===== config.mk =====
export PLATFORM = sky130hd
export DESIGN_NAME = resp_misr_capture
export DESIGN_NICKNAME = d
export VERILOG_FILES = /design/src/rtl/resp_capture_pkg.sv /design/src/rtl/resp_misr.sv /design/src/rtl/resp_misr_capture.sv
export SDC_FILE = /design/constraint.sdc
export NUM_CORES = 1
export LEC_CHECK = 0
export CORE_MARGIN = 2
export CORE_UTILIZATION = 40
export CTS_BUF_LIST = sky130_fd_sc_hd__clkbuf_4 sky130_fd_sc_hd__clkbuf_8 sky130_fd_sc_hd__clkbuf_16
export DETAILED_ROUTE_END_ITERATION = 8
export GPL_TIMING_DRIVEN = 0
export PLACE_DENSITY = 0.64
export RECOVER_POWER = 25
export SYNTH_ARGS = -nofsm -noshare
export SYNTH_HDL_FRONTEND = slang
export SYNTH_SLANG_ARGS = --single-unit
export TNS_END_PERCENT = 1

===== constraint.sdc =====
create_clock -name clk -period 3.45 [get_ports clk]
set_input_delay 0.69 -clock clk [delete_from_list [all_inputs] [get_ports clk]]
set_output_delay 0.69 -clock clk [all_outputs]
set_load 0.03 [all_outputs]

===== src/rtl/resp_capture_pkg.sv =====
// resp_capture_pkg: shared state encoding, default MISR constants and the MISR step function
// Revision: 1.0
`default_nettype none

package resp_capture_pkg;

    typedef enum logic [1:0] {
        IDLE  = 2'd0,
        ACCUM = 2'd1,
        DONE  = 2'd2
    } state_t;

    localparam logic [15:0] C_DEF_POLY = 16'h1021;
    localparam logic [15:0] C_DEF_SEED = 16'h0000;

    // Operands are zero-extended to 64 bits so one function serves any SIG_W <= 64.
    function automatic logic [63:0] misr_step(
        input logic [63:0] sig,
        input logic [63:0] resp,
        input logic [63:0] poly,
        input int unsigned width
    );
        logic [63:0] w_mask;
        logic        w_fb;
        w_mask = (width >= 64) ? {64{1'b1}} : ((64'd1 << width) - 64'd1);
        w_fb   = ((sig >> (width - 1)) & 64'd1) != 64'd0;
        return ((sig << 1) ^ (w_fb ? poly : 64'd0) ^ resp) & w_mask;
    endfunction

endpackage

`default_nettype wire


===== src/rtl/resp_misr.sv =====
// resp_misr: signature register with seed load and per-beat MISR step
// Revision: 1.0
`default_nettype none

module resp_misr
    import resp_capture_pkg::*;
#(
    parameter int                RESP_W = 8,
    parameter int                SIG_W  = 16,
    parameter logic [SIG_W-1:0]  POLY   = SIG_W'(C_DEF_POLY),
    parameter logic [SIG_W-1:0]  SEED   = SIG_W'(C_DEF_SEED)
) (
    input  logic              clk,
    input  logic              rst,
    input  logic              i_load,
    input  logic              i_en,
    input  logic [RESP_W-1:0] i_resp,
    output logic [SIG_W-1:0]  o_sig_next
);

    logic [SIG_W-1:0] r_sig;
    logic [SIG_W-1:0] w_base;

    // A load coincident with a step means the step must start from SEED.
    assign w_base     = i_load ? SEED : r_sig;
    assign o_sig_next = SIG_W'(misr_step(64'(w_base), 64'(i_resp), 64'(POLY), SIG_W));

    always_ff @(posedge clk) begin
        if (rst) begin
            r_sig <= SEED;
        end else if (i_en) begin
            r_sig <= o_sig_next;
        end else if (i_load) begin
            r_sig <= SEED;
        end
    end

endmodule

`default_nettype wire


===== src/rtl/resp_misr_capture.sv =====
// resp_misr_capture: compacts handshaked netlist responses into a MISR signature per burst.
// Optional GOLDEN_CHECK_EN adds golden_sig input and registered out_pass result.  Revision: 1.0
`default_nettype none

module resp_misr_capture
    import resp_capture_pkg::*;
#(
    parameter int                RESP_W = 8,
    parameter int                SIG_W  = 16,
    parameter logic [SIG_W-1:0]  POLY   = SIG_W'(C_DEF_POLY),
    parameter logic [SIG_W-1:0]  SEED   = SIG_W'(C_DEF_SEED),
    parameter int                CNT_W  = 16
) (
    input  logic              clk,
    input  logic              rst,
    input  logic              in_valid,
    output logic              in_ready,
    input  logic [RESP_W-1:0] in_resp,
    input  logic              in_last,
    output logic              out_valid,
    input  logic              out_ready,
    output logic [SIG_W-1:0]  out_sig,
    output logic [CNT_W-1:0]  out_count,
`ifdef GOLDEN_CHECK_EN
    input  logic [SIG_W-1:0]  golden_sig,
    output logic              out_pass,
`endif
    output logic              busy
);

    state_t           r_state;
    state_t           w_state_next;
    logic [CNT_W-1:0] r_cnt;
    logic [CNT_W-1:0] w_cnt_base;
    logic [CNT_W-1:0] w_cnt_next;
    logic [SIG_W-1:0] w_sig_next;
    logic [SIG_W-1:0] r_out_sig;
    logic [CNT_W-1:0] r_out_count;
    logic             w_accept;
    logic             w_load;
    logic             w_finish;

    assign in_ready  = (r_state != DONE);
    assign out_valid = (r_state == DONE);
    assign busy      = (r_state == ACCUM);
    assign out_sig   = r_out_sig;
    assign out_count = r_out_count;

    assign w_accept = in_valid && in_ready;
    assign w_finish = w_accept && in_last;
    // IDLE starts each burst from SEED; a DONE handshake reloads it for the next one.
    assign w_load   = (r_state == IDLE) || ((r_state == DONE) && out_ready);

    assign w_cnt_base = (r_state == IDLE) ? '0 : r_cnt;
    assign w_cnt_next = (&w_cnt_base) ? w_cnt_base : w_cnt_base + 1'b1;

    resp_misr #(
        .RESP_W (RESP_W),
        .SIG_W  (SIG_W),
        .POLY   (POLY),
        .SEED   (SEED)
    ) u_misr (
        .clk        (clk),
        .rst        (rst),
        .i_load     (w_load),
        .i_en       (w_accept),
        .i_resp     (in_resp),
        .o_sig_next (w_sig_next)
    );

    always_ff @(posedge clk) begin
        if (rst) begin
            r_state <= IDLE;
        end else begin
            r_state <= w_state_next;
        end
    end

    always_comb begin
        w_state_next = r_state;
        case (r_state)
            IDLE: begin
                if (w_accept) begin
                    w_state_next = in_last ? DONE : ACCUM;
                end
            end
            ACCUM: begin
                if (w_finish) begin
                    w_state_next = DONE;
                end
            end
            DONE: begin
                if (out_ready) begin
                    w_state_next = IDLE;
                end
            end
            default: w_state_next = IDLE;
        endcase
    end

    always_ff @(posedge clk) begin
        if (rst) begin
            r_cnt <= '0;
        end else if (w_accept) begin
            r_cnt <= w_cnt_next;
        end else if ((r_state == DONE) && out_ready) begin
            r_cnt <= '0;
        end
    end

    // Result registers are only written on DONE entry, so they stay stable under backpressure.
    always_ff @(posedge clk) begin
        if (rst) begin
            r_out_sig   <= '0;
            r_out_count <= '0;
        end else if (w_finish) begin
            r_out_sig   <= w_sig_next;
            r_out_count <= w_cnt_next;
        end
    end

`ifdef GOLDEN_CHECK_EN
    logic r_pass;

    assign out_pass = r_pass;

    always_ff @(posedge clk) begin
        if (rst) begin
            r_pass <= 1'b0;
        end else if (w_finish) begin
            r_pass <= (w_sig_next == golden_sig);
        end
    end
`endif

endmodule

`default_nettype wire


==> summary.txt <==
setup repair after global routing missed its margin - false
synth-to-layout area growth - 28.3%
P_int - 1.33 mW
post-synthesis cell type count - 50
Initial Util - 0.409
Congestion Overflow GR - 0
Net Count, Synth - 376
CP top delay family - buffers and inverters
sw power - 0.445 mW
Synth Instances - 363
GRT Util Overall - 0.200
met1 GRT Util - 0.289
routed wire length - 7800 um
outcome - finished clean
CTS root buf - clkbuf_8
CTS Hold Bufs - 0
Startpoint Class - register
area leader, netlist - dfxtp_1
yosys warns - 0
post-DP HPWL - 5540 um
Max IR drop VDD - 0.299 mV
most frequent cells in the layout - 66 x dfxtp_1, 55 x nor2_1, 41 x nand2_1, 25 x o21ai_0, 25 x dlygate4sd3_1
Setup CP Type - reg -> out
synthesized area per cell - 8.13 um2
post-cts resize count - 0
Final Hold Viols - 0
crit-path cells - buf_2, clkbuf_1, nor2b_1, clkdlybuf4s50_1
Clk Latency, worst-skew pair - 0.34 ns
gpl congestion - 0.903
num rows - 31
full die area - 8090 um2
slowest stage cell, crit path - clkdlybuf4s50_1
# IOs - 48
global route hottest layer - met2
post-CTS setup buffers - 0
Vias - 2826
setup tns final - 0 ns
drt wl/cell - 14.9 um
dominant cells by area after synthesis - dfxtp_1 45%, nor2_1 7.0%, nand2_1 5.2%, o21ai_0 4.2%, a21oi_1 3.7%
Final period util - 0.848
final hold slack - 0.450 ns
share of the synthesized area in the top cell type - 0.447
Layout Utilization - 0.525
Die Y - 89.9 um
max incr delay on CP - 0.68 ns
total of max-cap violations - 0
Post-synth EDFFs - 0
TritonRoute pass-1 iters - 5
I/O Buffers - 47
Rel. slew slack - 0.291
ANT nets after route - 0
Worst setup EP type - output pin
critical path fanouts, max - 10
CTS buffer count - 9
initial antenna violation count - 0
CP required - 2.76 ns
pin count of the biggest net entering global routing - 13
Final min period - 2.93 ns
register area share after synthesis - 0.447
Sink Count - 66
Arr. time, crit path - 2.24 ns
CTS clk-pin slew, worst paths - 0.08 ns
leakage - 1.33 nW
commonest non-fill, non-tap cell in the layout - dfxtp_1
H-tree Lvls - 3
first-pass GRT wire length - 13000 um
Worst Skew - 0.00671 ns
number of DRC markers in iteration 0 - 179
Via density - 5.38
Slew @ Worst Pin - 1.05 ns
Synth async-reset ratio - 0
Residual DRC - 0
Pwr Density - 468 nW/um2
grt met2 use - 0.299
TritonCTS clock tree - built
Slew Viols, Final - 0
Top FF cell, synth - dfxtp_1
proportion of layout cells with a drive suffix above 1 - 0.0728
Buf/Inv on CP - 3
endpoints failing setup - 0
cell area after synthesis - 2950 um2
Sw Ratio - 0.251
met3 Track Usage GR - 0.0402
share of power burned in registers - 0.447
final cell count without fillers - 525
Die W - 89.9 um
Comb power frac - 0.107
placed cell count - 509
Yosys reg bits - 66
HP Class - reg -> reg
n_diodes - 0
number of global-route vias before repair - 2599
final net count - 434
clock power share - 0.447
Fmax - 342 MHz
final-layout fill cell count - 747
Clock Tree Buf Depth - 2
total core area - 7210 um2
[synthesized netlist by cell type, types with 4 or more instances]
| cell | instances |
|---|---|
| nor3_1 | 10 |
| dfxtp_1 | 66 |
| xor2_1 | 9 |
| a211oi_1 | 7 |
| o21ai_0 | 25 |
| nand4_1 | 4 |
| nand2_1 | 41 |
| a22oi_1 | 13 |
| a21oi_1 | 22 |
| nor2_1 | 55 |
| or4_1 | 6 |
| xnor2_1 | 10 |
| nand3_1 | 11 |
| inv_1 | 4 |
| clkbuf_1 | 17 |
| buf_2 | 5 |
| a31oi_1 | 6 |
[worst paths after layout]
path                     start           end  slack [ns]  cells after the start
setup reg to reg      r_cnt[4]     r_cnt[13]        1.03                      6
setup / recovery    r_state[0]          busy        0.52                      4
hold reg to reg   out_count[6]  out_count[6]        0.45                      2
hold / removal    out_count[6]  out_count[6]        0.45                      2
[registers in the layout, summed over array words and instances, names as in the netlist]
signal,cells
r_cnt,16
out_sig,16
r_state,2
out_count,16
u_misr.r_sig,16
[logic make-up (layout without fill, tap and decap cells)]
logic type | after synthesis | after routing | share of synthesized area
simple gates | 147 | 147 | 0.226
mux | 2 | 2 | 0.00678
buf+inv | 29 | 92 | 0.0415
xor+xnor | 19 | 19 | 0.0564
compound gates | 100 | 100 | 0.222
flops | 66 | 66 | 0.447
[power groups by stage]
stage | Clock (mW) | Sequential, mW | Combinational, mW
after CTS | 0.801 | 0.792 | 0.192
after floorplan | 0 | 0.829 | 0.0959
after detailed placement | 0 | 0.810 | 0.190
final | 0.793 | 0.792 | 0.189
after global placement | 0 | 0.810 | 0.189
after global routing | 0.837 | 0.795 | 0.206
[area by class of cell]
cell class                      count  area (um2)  share of cell area
Inverter                            4        15.0             0.00396
Buffer                             25         108              0.0284
Clock inverter                      7         116              0.0307
Timing Repair Buffer               47         470               0.124
Clock buffer                        9         124              0.0327
Multi-Input combinational cell    268        1510               0.398
Tap cell                           99         124              0.0327
Sequential cell                    66        1320               0.349
[worst reg2reg max path, stage by stage (launching register included)]
cell      delay [ns]
dfxtp_1         0.31
clkbuf_1        0.29
o21ai_0         0.30
or4_1           0.65
a211oi_2        0.41
o21ai_0         0.13
a32o_1          0.22
[per-layer routing]
layer	share of wire	vias to the layer above
met5	0	-
met4	0.013	0
met3	0.048	9
met2	0.44	70
met1	0.50	1341
li1	-	1406
[stage by stage]
step / cell area (um2) / worst slack [ns] / power, mW
detailed placement: 3550 / 0.547 / 1.00
global placement: 3550 / 0.574 / 0.999
finish: 3790 / 0.524 / 1.77
global route: 3790 / 0.421 / 1.84
CTS: 3790 / 0.530 / 1.79
floorplan: 2950 / 1.33 / 0.925
Note: power is estimated with default switching activity, not from simulation.
